`src/rtl/nsa_pkg.sv`:
```
// Shared definitions for the nibble-serial adder: nibble width, FSM states and a width sanity helper.
package nsa_pkg;

    localparam int NIBBLE_W = 4;

    typedef enum logic [1:0] {
        IDLE = 2'd0,
        ADD  = 2'd1,
        DONE = 2'd2
    } state_e;

    // True when a datapath width can be split into whole nibbles and spans at least two of them.
    function automatic bit width_ok(input int w);
        return ((w % NIBBLE_W) == 0) && (w >= 8);
    endfunction

endpackage

```
`src/rtl/ripple_carry_adder.sv`:
```
// Existing 4-bit ripple-carry adder stage: A + B + Cin -> Sum, Cout.
module ripple_carry_adder (
    input  logic [3:0] a,
    input  logic [3:0] b,
    input  logic       cin,
    output logic [3:0] sum,
    output logic       cout
);

    logic [4:0] c_s;

    assign c_s[0] = cin;

    for (genvar i = 0; i < 4; i++) begin : g_fa
        assign sum[i]   = a[i] ^ b[i] ^ c_s[i];
        assign c_s[i+1] = (a[i] & b[i]) | (c_s[i] & (a[i] ^ b[i]));
    end

    assign cout = c_s[4];

endmodule

```
`src/rtl/nibble_serial_adder.sv`:
```
// WIDTH-bit adder that sequences a single 4-bit ripple-carry stage one nibble per cycle, LSB first,
// with valid/ready handshakes on operands and result.
module nibble_serial_adder
    import nsa_pkg::*;
#(
    parameter int WIDTH = 16
) (
    input  logic             clk,
    input  logic             rst_n,
    input  logic             in_valid,
    output logic             in_ready,
    input  logic [WIDTH-1:0] in_a,
    input  logic [WIDTH-1:0] in_b,
    input  logic             in_cin,
    output logic             out_valid,
    input  logic             out_ready,
    output logic [WIDTH-1:0] out_sum,
    output logic             out_cout,
    output logic             out_ovf
);

    localparam int NIBBLES = WIDTH / NIBBLE_W;
    localparam int IDX_W   = $clog2(NIBBLES);

    state_e             state_q, state_d;
    logic [IDX_W-1:0]   idx_q, idx_d;
    logic               carry_q, carry_d;
    logic [WIDTH-1:0]   a_q, a_d;
    logic [WIDTH-1:0]   b_q, b_d;
    logic [WIDTH-1:0]   sum_q, sum_d;
    logic               cout_q, cout_d;
    logic               ovf_q, ovf_d;
    logic               valid_q, valid_d;

    logic [NIBBLE_W-1:0] rca_sum_s;
    logic                rca_cout_s;

    ripple_carry_adder u_rca (
        .a    (a_q[idx_q*NIBBLE_W +: NIBBLE_W]),
        .b    (b_q[idx_q*NIBBLE_W +: NIBBLE_W]),
        .cin  (carry_q),
        .sum  (rca_sum_s),
        .cout (rca_cout_s)
    );

    // Next-state and datapath update for the IDLE/ADD/DONE sequencer.
    always_comb begin
        state_d = state_q;
        idx_d   = idx_q;
        carry_d = carry_q;
        a_d     = a_q;
        b_d     = b_q;
        sum_d   = sum_q;
        cout_d  = cout_q;
        ovf_d   = ovf_q;
        valid_d = valid_q;
        case (state_q)
            IDLE: begin
                if (in_valid) begin
                    a_d     = in_a;
                    b_d     = in_b;
                    carry_d = in_cin;
                    idx_d   = '0;
                    state_d = ADD;
                end else begin
                    state_d = IDLE;
                end
            end
            ADD: begin
                sum_d[idx_q*NIBBLE_W +: NIBBLE_W] = rca_sum_s;
                carry_d = rca_cout_s;
                idx_d   = idx_q + IDX_W'(1);
                if (idx_q == IDX_W'(NIBBLES - 1)) begin
                    // Overflow uses the latched operand signs and the freshly produced MSB.
                    cout_d  = rca_cout_s;
                    ovf_d   = (a_q[WIDTH-1] == b_q[WIDTH-1]) &&
                              (rca_sum_s[NIBBLE_W-1] != a_q[WIDTH-1]);
                    valid_d = 1'b1;
                    idx_d   = '0;
                    state_d = DONE;
                end else begin
                    state_d = ADD;
                end
            end
            DONE: begin
                if (out_ready) begin
                    valid_d = 1'b0;
                    state_d = IDLE;
                end else begin
                    state_d = DONE;
                end
            end
            default: begin
                valid_d = 1'b0;
                state_d = IDLE;
            end
        endcase
    end

    // State, operand, carry and result registers.
    always_ff @(posedge clk or negedge rst_n) begin
        if (!rst_n) begin
            state_q <= IDLE;
            idx_q   <= '0;
            carry_q <= 1'b0;
            a_q     <= '0;
            b_q     <= '0;
            sum_q   <= '0;
            cout_q  <= 1'b0;
            ovf_q   <= 1'b0;
            valid_q <= 1'b0;
        end else begin
            state_q <= state_d;
            idx_q   <= idx_d;
            carry_q <= carry_d;
            a_q     <= a_d;
            b_q     <= b_d;
            sum_q   <= sum_d;
            cout_q  <= cout_d;
            ovf_q   <= ovf_d;
            valid_q <= valid_d;
        end
    end

    assign in_ready  = (state_q == IDLE);
    assign out_valid = valid_q;
    assign out_sum   = sum_q;
    assign out_cout  = cout_q;
    assign out_ovf   = ovf_q;

endmodule

```
`config.mk`:
```
export PLATFORM = sky130hd
export DESIGN_NAME = nibble_serial_adder
export DESIGN_NICKNAME = d
export VERILOG_FILES = /design/src/rtl/nsa_pkg.sv /design/src/rtl/ripple_carry_adder.sv /design/src/rtl/nibble_serial_adder.sv
export SDC_FILE = /design/constraint.sdc
export NUM_CORES = 1
export LEC_CHECK = 0
export CORE_MARGIN = 10
export CORE_UTILIZATION = 45
export CTS_BUF_LIST = sky130_fd_sc_hd__clkbuf_8 sky130_fd_sc_hd__clkbuf_16
export DETAILED_ROUTE_END_ITERATION = 8
export PLACE_DENSITY = 0.72
export SLEW_MARGIN = 20
export SYNTH_ARGS = -nofsm -noshare
export SYNTH_HDL_FRONTEND = slang
export SYNTH_SLANG_ARGS = --single-unit
export TNS_END_PERCENT = 30
```
`constraint.sdc`:
```
create_clock -name clk -period 4.3 [get_ports clk]
set_clock_uncertainty 0.1 [all_clocks]
set_input_delay 0.645 -clock clk [delete_from_list [all_inputs] [get_ports clk]]
set_output_delay 0.645 -clock clk [all_outputs]
set_load 0.05 [all_outputs]
```
==> out/results.txt, run 1 <==
status: finished clean
Final ANT Viol Nets: 0
Worst R2R Setup Slack: 1.16 ns
DR DRC count: 0
Clock H-tree levels: 2
Pre-antenna DRT Iters: 4
post-route cell area: 3339 um2
Top-Level Pins: 57
Yosys cell types: 31
P&R area growth vs syn: 24.08%
fin. max-slew vios: 0
post-synthesis sequential area ratio: 0.5207
Worst EP required: 4.39 ns
Synth warnings: 0
initial antenna violation count: 0
width of the die: 97.34 um
worst hold path type: in -> async
Crit path largest cell delay: 0.53 ns
Static Leakage: 1.574 nW
CTS buffer count: 5
switching share of power: 0.4463
Die Ht: 97.34 um
root buffer cell: clkbuf_8
setup violators final: 0
Nets: 356
clock share of power: 0.113
Total GRT Usage: 0.1200
total die area: 9474 um2
Placed Area: 3249 um2
vias in the first global route: 1,941
post-detailed-route wirelength per cell: 14.75 um
ANT cells: 0
initial drt markers: 96
critical path class: reg -> reg
CP arrival: 3.24 ns
maximum VDD drop: 368.1 uV
Pint: 1.431 mW
Hold Vio Cnt, Final: 0
critical-path cell list: buf_4 -> mux4_2 -> inv_1 -> fa_1 -> inv_1 -> fa_1 -> fa_1 -> nand2b_1 -> o22ai_1 -> mux2_2
syn_area_per_cell: 10.51 um2
fin crit period: 3.145 ns
clock-pin slew on the worst setup and hold paths: 0.09 ns
Worst Max-Slew Pin Slew: 0.6646 ns
CP max stage cell: fa_1
Post-Syn Area: 2691 um2
reg-to-reg endpoint: out_ovf$_DFFE_PN0P_
combinational power share: 0.535
Post-CTS Setup Bufs: 0
clk_lat worst skew: 0.31 ns
switching power of the nets: 1.153 mW
Worst Path Max Fanout: 14
R2R Path Start: idx_q[0]$_DFFE_PN0P_
final wirelength: 5678 um
hold_buf cts: 0
share of power burned in registers: 0.352
CTS tree: yes
fin crit share: 0.7314
clock sink count: 56
maximum buffer depth of the clock tree: 2
post-route setup TNS: 0 ns
vias per inst: 4.896
power per cell area: 773.8 nW/um2
CP Launch Type: flip-flop
Worst Setup End Kind: flip-flop
layout cells sized above 1: 0.09677
Max-Cap Viols: 0
#FFs+latches synth: 56
critical path's most frequent cell: fa_1
Cells after Synth: 256
first-pass GRT wire length: 9549 um
Core Rows: 28
largest net degree at the start of global routing: 41
Final GP Congestion: 0.7376
input/output buffers: 56
Core Box Area: 5851 um2
Syn Nets: 303
gr ovfl total: 0
Max Clk Rate: 318.0 MHz
Vias: 1,885
starting density of the core: 0.4600
RSZ-0062 raised after global routing: false
Worst slew margin: 0.5569
DPL Wire Length: 4345 um
post_cts resized: 0
FF-to-FF path depth: 10
cell usage after synthesis (all sizes together):
library cell	n	area, um2
nor2	2	7.510
or3b	1	8.760
ha	6	75.07
fa	4	80.08
a221o	1	10.01
o22ai	1	6.260
nand3	1	5.000
mux4	8	180.2
a22o	2	17.52
or2b	1	7.510
or4b	1	13.76
nor3	1	5.000
o21ai	5	32.53
nor3b	1	18.77
mux2	2	22.52
buf	11	106.4
and2b	1	8.760
nor4b	1	8.760
clkbuf	2	7.510
o41ai	6	52.55
dfrtp	56	1401
nand3b	4	53.80
nand2b	5	31.28
o31ai	8	60.06
a21oi	1	5.000
nand2	116	435.4
inv	8	30.03
flip-flops by register name, indices dropped and copies added, names as in the netlist:
signal / count
carry_q: 1
out_sum: 16
b_q: 16
a_q: 16
state_q: 2
idx_q: 2
out_valid: 1
out_cout: 1
out_ovf: 1
worst max path at each step:
stage	startpoint	to	slack, ns
finish	idx_q[0]$_DFFE_PN0P_	out_ovf$_DFFE_PN0P_	1.16
detailed placement	idx_q[0]$_DFFE_PN0P_	out_ovf$_DFFE_PN0P_	1.12
floorplan	idx_q[1]$_DFFE_PN0P_	out_ovf$_DFFE_PN0P_	1.29
global placement	idx_q[0]$_DFFE_PN0P_	out_ovf$_DFFE_PN0P_	1.21
CTS	idx_q[0]$_DFFE_PN0P_	out_ovf$_DFFE_PN0P_	1.11
global route	idx_q[0]$_DFFE_PN0P_	out_ovf$_DFFE_PN0P_	0.94
cells by family after synthesis:
| group | Yosys count | synth area share |
|---|---|---|
| multiplexers | 10 | 0.07531 |
| AND/OR/NAND/NOR | 135 | 0.2245 |
| AO/OA/AOI/OAI | 24 | 0.06834 |
| flip-flops | 56 | 0.5207 |
| adder cells (fa/ha/maj) | 10 | 0.05765 |
| buffers and inverters | 21 | 0.05346 |
stage by stage:
| step | utilization | instances | hold slack [ns] | total power [mW] | setup slack, ns |
|---|---|---|---|---|---|
| finish | 0.5708 | 385 | 0.1329 | 2.584 | 1.155 |
| global route | 0.5708 | 385 | 0.1487 | 2.802 | 0.9394 |
| CTS | 0.5708 | 385 | 0.1466 | 2.612 | 1.112 |
| global placement | 0.5554 | 377 | 0.3587 | 2.293 | 1.210 |
| detailed placement | 0.5554 | 377 | 0.3574 | 2.324 | 1.119 |
| floorplan | - | 256 | 0.2494 | 1.958 | 1.285 |
power by group through the flow:
stage | clock network, mW | logic, mW | registers (mW)
5_1_grt | 0.321 | 1.54 | 0.942
3_3_place_gp | 0 | 1.37 | 0.920
6_report | 0.291 | 1.38 | 0.911
3_5_place_dp | 0 | 1.40 | 0.921
4_1_cts | 0.296 | 1.40 | 0.912
2_1_floorplan | 0 | 0.955 | 1.00
placed cells by master, fill, tap and decap left out:
cell	instances
or2b_1	1
clkdlybuf4s50_1	55
nand3b_2	3
fa_1	4
a221o_1	1
o41ai_1	6
dfrtp_1	56
nor3_1	1
nand3b_4	1
nand2_1	116
clkbuf_8	6
mux2_2	2
or4b_4	1
nor2_1	2
nor4b_1	1
and2b_2	1
buf_2	1
o21ai_0	3
nand2b_1	5
a22o_1	2
mux4_2	8
o21ai_2	2
o22ai_1	1
or3b_2	1
nor3b_4	1
buf_4	3
inv_1	10
o31ai_1	8
nand3_1	1
ha_1	6
a21oi_1	1
worst max-delay path, delay by kind of cell, from the launching register on:
kind | cells | cell delay, ns
mux | 2 | 0.78
compound gates | 1 | 0.07
buf+inv | 3 | 0.42
flops | 1 | 0.50
fa+ha+maj | 3 | 1.06
simple gates | 1 | 0.11
layout make-up:
cell class	instances	area, um2
Clock buffer	6	82.58
Timing Repair Buffer	59	578.1
Sequential cell	56	1401
Fill cell	531	2511
Tap cell	75	93.84
Inverter	8	30.03
Clock inverter	2	7.507
Multi-Input combinational cell	179	1146
routing by layer:
metal / global-route usage / wire [um] / vias up
li1: - / - / 956
met3: 0.04196 / 347 / 6
met4: 0.03020 / 61 / 0
met5: 0 / 0 / -
met1: 0.1506 / 2707 / 871
met2: 0.1924 / 2561 / 52
Note: power is estimated with default switching activity, not from simulation.
==> inputs of run 2 (changes only) <==
Clock period 4.3 ns to 2.95 ns, I/O delays scaled along.
==> out/results.txt, run 2 (synthesized netlist as in run 1, its figures left out) <==
status: finished clean
clock sink count: 56 (unchanged)
root buffer cell: clkbuf_8
P&R area growth vs syn: 26.55%
critical-path cell list: mux4_2 -> inv_1 -> fa_2 -> fa_1 -> inv_1 -> fa_2 -> fa_2 -> nand2b_1 -> o22ai_1 -> mux2_2
DR DRC count: 0 (unchanged)
Pre-antenna DRT Iters: 4 (unchanged)
most frequent cells in the layout: nand2_1, dfrtp_1, clkdlybuf4s50_1
layout cells sized above 1: 0.1246 (+0.02783)
largest net degree at the start of global routing: 57 (+39%)
Hold Vio Cnt, Final: 0 (unchanged)
Final ANT Viol Nets: 0 (unchanged)
Total GRT Usage: 0.1254 (+0.005394)
post-route setup TNS: 0 ns (unchanged)
CP arrival: 3.02 ns (-0.22 ns)
R2R Path Start: idx_q[0]$_DFFE_PN0P_
initial antenna violation count: 0 (unchanged)
post-detailed-route wirelength per cell: 15.15 um (+2.8%)
starting density of the core: 0.4600 (unchanged)
setup violators final: 0 (unchanged)
Worst slew margin: 0.6525 (+0.09555)
first-pass GRT wire length: 10,090 um (+5.6%)
Nets: 360 (+1.1%)
Worst R2R Setup Slack: 0.02 ns (-1.13 ns)
Final GP Congestion: 0.7494 (+1.6%)
fin. max-slew vios: 0 (unchanged)
Clock H-tree levels: 2 (unchanged)
CTS buffer count: 5 (unchanged)
Crit path largest cell delay: 0.46 ns (-0.07 ns)
ANT cells: 0 (unchanged)
Finished Layout Cells: 388 (+0.78%)
Max Clk Rate: 341.5 MHz (+7.4%)
Placed Area: 3297 um2 (+1.5%)
CTS tree: yes
Core Box Area: 5851 um2 (unchanged)
Worst EP required: 3.04 ns (-1.35 ns)
vias in the first global route: 2,074 (+6.9%)
vias per inst: 5.041 (+3.0%)
Worst Setup End Kind: flip-flop
power per cell area: 1139 nW/um2 (+47%)
post-route cell area: 3406 um2 (+2.0%)
total power: 3.881 mW (+50%)
critical path's most frequent cell: fa_2
worst hold path type: in -> async
Max-Cap Viols: 0 (unchanged)
Post-CTS Setup Bufs: 0 (unchanged)
CP Launch Type: flip-flop
Static Leakage: 1.594 nW (+1.3%)
Die Ht: 97.34 um (unchanged)
maximum VDD drop: 484.2 uV (+32%)
Worst Path Max Fanout: 4 (-10)
total die area: 9474 um2 (unchanged)
clk_lat worst skew: 0.30 ns (about the same)
width of the die: 97.34 um (unchanged)
Placed Cells: 381 (+1.1%)
maximum buffer depth of the clock tree: 2 (unchanged)
FF-to-FF path depth: 10 (unchanged)
Top-Level Pins: 57 (unchanged)
fin crit share: 0.9928 (+0.2614)
Worst Max-Slew Pin Slew: 0.5213 ns (-0.1433 ns)
clock-pin slew on the worst setup and hold paths: 0.10 ns (about the same)
Vias: 1,956 (+3.8%)
commonest non-fill, non-tap cell in the layout: nand2_1
final wirelength: 5880 um (+3.6%)
input/output buffers: 56 (unchanged)
RSZ-0062 raised after global routing: true
fin crit period: 2.929 ns (-0.2163 ns)
reg-to-reg endpoint: out_ovf$_DFFE_PN0P_
initial drt markers: 118 (+23%)
CP max stage cell: fa_2
critical path class: reg -> reg
Core Rows: 28 (unchanged)
DPL Wire Length: 4531 um (+4.3%)
gr ovfl total: 0 (unchanged)
fin util: 0.5821 (+0.01133)
## run 2: cell types whose count changed in the layout (fill, tap and decap cells not counted), moves of 2 or more
cell,change
buf_4,+2
fa_1,-3
fa_2,+3
inv_1,-2
## run 2: how the worst max path moves through the flow
stage / startpoint / endpoint / slack [ns] / cells past startpoint
global placement: idx_q[0]$_DFFE_PN0P_ / out_ovf$_DFFE_PN0P_ / -0.003 / 10
finish: idx_q[0]$_DFFE_PN0P_ / out_ovf$_DFFE_PN0P_ / 0.02 / 10
floorplan: idx_q[0]$_DFFE_PN0P_ / out_ovf$_DFFE_PN0P_ / 0.006 / 11
global route: idx_q[0]$_DFFE_PN0P_ / out_sum[11]$_DFFE_PN0P_ / -0.08 / 9
detailed placement: idx_q[0]$_DFFE_PN0P_ / out_ovf$_DFFE_PN0P_ / -0.06 / 10
CTS: idx_q[0]$_DFFE_PN0P_ / out_ovf$_DFFE_PN0P_ / 0.007 / 10
## run 2: worst max-delay path: cells and delay by family (launching register included)
kind	cells	cell delay [ns]
multiplexers	2	0.59
adder cells (fa/ha/maj)	4	1.38
AO/OA/AOI/OAI	1	0.07
buffers and inverters	2	0.13
flip-flops	1	0.45
AND/OR/NAND/NOR	1	0.09
## run 2: power breakdown
group / internal [mW] / switching, mW
sequential: 1.08 / 0.235
combinational: 0.882 / 1.24
clock: 0.210 / 0.236
## run 2: area by class of cell
class / count / area (um2)
Sequential cell: 56 / 1403
Inverter: 8 / 30.03
Multi-Input combinational cell: 179 / 1159
Fill cell: 506 / 2445
Timing Repair Buffer: 63 / 624.3
Tap cell: 75 / 93.84
Clock buffer: 7 / 96.34
## run 2: per-layer routing
layer  GRT usage  routed length [um]  vias to the layer above
li1            -                   -                      958
met2      0.2119                2927                       52
met3     0.03841                 304                        4
met5           0                   0                        -
met4     0.02685                  19                        0
met1      0.1533                2628                      942
## run 2: timing repair
action	4_1_cts	5_1_grt
hold endpoints to repair	0	0
resized for setup	3	1
pin swaps	1	1
setup endpoints to repair	3	4
hold buffers	0	0
## run 2: metrics by stage
step                      setup slack (ns)  hold slack (ns)
final                              0.02138          0.02281
after global routing              -0.08285          0.02975
after CTS                         0.006762          0.03158
after detailed placement          -0.06035           0.3649
after global placement           -0.003196           0.3558
after floorplan                   0.005921          0.04691
==> inputs of run 3 (changes only) <==
Settings changed: HOLD_SLACK_MARGIN set to 0.08.
==> out/results.txt, run 3 (synthesized netlist as in run 1, its figures left out) <==
input/output buffers: 56 (unchanged)
post-route cell area: 3416 um2 (+0.29%)
Worst R2R Setup Slack: 0.02 ns (about the same)
setup violators final: 0 (unchanged)
Total GRT Usage: 0.1253 (about the same)
Worst EP required: 3.04 ns (about the same)
final wirelength: 5892 um (+0.20%)
maximum buffer depth of the clock tree: 2 (unchanged)
clk_lat worst skew: 0.30 ns (about the same)
met1 Use GR: 0.1527 (-0.0006661)
Clock H-tree levels: 2 (unchanged)
vias in the first global route: 2,074 (unchanged)
clock sink count: 56 (unchanged)
Finished Layout Cells: 389 (+0.26%)
final worst slack: 0.02117 ns (-0.0002113 ns)
first-pass GRT wire length: 10,080 um (about the same)
Die Ht: 97.34 um (unchanged)
Hold Vio Cnt, Final: 0 (unchanged)
GR Layer Usage met2: 0.2119 (unchanged)
initial drt markers: 125 (+5.9%)
starting density of the core: 0.4600 (unchanged)
gr ovfl total: 0 (unchanged)
power per cell area: 1137 nW/um2 (-0.23%)
Worst Max-Slew Pin Slew: 0.5197 ns (-0.001582 ns)
commonest non-fill, non-tap cell in the layout: nand2_1
post-place setup slack: -0.06035 ns (unchanged)
clock-pin slew on the worst setup and hold paths: 0.09 ns (about the same)
post-detailed-route wirelength per cell: 15.15 um (about the same)
DPL Wire Length: 4531 um (unchanged)
global route hottest layer: met2
Placed Cells: 381 (unchanged)
maximum VDD drop: 484.3 uV (about the same)
root buffer cell: clkbuf_8
Post-CTS Setup Bufs: 0 (unchanged)
fin crit share: 0.9928 (about the same)
Worst Setup End Kind: flip-flop
Final GP Congestion: 0.7494 (unchanged)
status: finished clean
largest net degree at the start of global routing: 57 (unchanged)
width of the die: 97.34 um (unchanged)
CP Launch Type: flip-flop
total die area: 9474 um2 (unchanged)
Final ANT Viol Nets: 0 (unchanged)
CTS tree: yes
Max-Cap Viols: 0 (unchanged)
Core Box Area: 5851 um2 (unchanged)
Placed Area: 3297 um2 (unchanged)
Vias: 1,957 (+0.051%)
vias per inst: 5.031 (-0.21%)
Worst Path Max Fanout: 4 (unchanged)
CTS buffer count: 5 (unchanged)
fin. max-slew vios: 0 (unchanged)
GRT met3 Usage: 0.03912 (+0.0007112)
Max Clk Rate: 341.4 MHz (about the same)
DR DRC count: 0 (unchanged)
Static Leakage: 1.598 nW (+0.26%)
total power: 3.883 mW (about the same)
ANT cells: 0 (unchanged)
layout cells sized above 1: 0.1242 (-0.0003968)
Nets: 361 (+0.28%)
Worst slew margin: 0.6536 (+0.001055)
worst hold path type: reg -> reg
most frequent cells in the layout: nand2_1, dfrtp_1, clkdlybuf4s50_1
final hold slack: 0.3841 ns (+0.3613 ns)
CP arrival: 3.02 ns (about the same)
RSZ-0062 raised after global routing: true
P&R area growth vs syn: 26.92%
fin crit period: 2.929 ns (+0.0002113 ns)
critical path class: reg -> reg
Core Rows: 28 (unchanged)
Pre-antenna DRT Iters: 4 (unchanged)
initial antenna violation count: 0 (unchanged)
layout filler cell count: 502 (-0.79%)
Top-Level Pins: 57 (unchanged)
-- run 3: changes by cell type in the layout (fill, tap and decap cells not counted), sizes merged --
cell | previous run | this run
dlygate4sd3 | 0 | 1
-- run 3: through the flow --
stage | setup TNS, ns | util
floorplan | 0 | -
finish | 0 | 0.5838
global route | -0.2446 | 0.5838
detailed placement | -0.1192 | 0.5635
CTS | 0 | 0.5830
global placement | -0.003196 | 0.5635
-- run 3: area by class of cell --
cell class              instances  area, um2  share of cell area
well taps                      75      93.84             0.02747
multi-input cells             179       1159              0.3392
clock buffers                   7      96.34             0.02821
repair buffers                 64      634.4              0.1857
inverters                       8      30.03            0.008791
flip-flops and latches         56       1403              0.4106
-- run 3: path summary, 6_finish.rpt --
check,start,to,depth (start not counted)
max,idx_q[0]$_DFFE_PN0P_,out_ovf$_DFFE_PN0P_,10
min,a_q[2]$_DFFE_PN0P_,a_q[2]$_DFFE_PN0P_,2
min reg2reg,a_q[2]$_DFFE_PN0P_,a_q[2]$_DFFE_PN0P_,2
max in group asynchronous,rst_n,idx_q[0]$_DFFE_PN0P_,3
max reg2reg,idx_q[0]$_DFFE_PN0P_,out_ovf$_DFFE_PN0P_,10
min in group asynchronous,rst_n,out_sum[12]$_DFFE_PN0P_,3
-- run 3: metal layers --
layer  share of wire  wire, um
met5               0         0
met3           0.054       320
met1            0.44      2621
met4          0.0032        19
met2            0.50      2931
-- run 3: power breakdown --
| part | internal, mW | switching (mW) |
|---|---|---|
| clock network | 0.210 | 0.237 |
| logic | 0.884 | 1.24 |
| registers | 1.08 | 0.235 |
-- run 3: worst max-delay path, cell delays in order (launching register included) --
cell and delay, ns:
dfrtp_2 0.45, mux4_2 0.33, inv_1 0.05, fa_2 0.36, fa_1 0.37, inv_1 0.08
fa_2 0.19, fa_2 0.46, nand2b_1 0.09, o22ai_1 0.07, mux2_2 0.26
-- run 3: repair_timing --
item	4_1_cts	5_1_grt
resized for setup	3	1
hold buffers	1	0
cloned	0	0
pin swaps	1	1
hold endpoints to repair	56	0
endpoints found under the setup margin	3	4
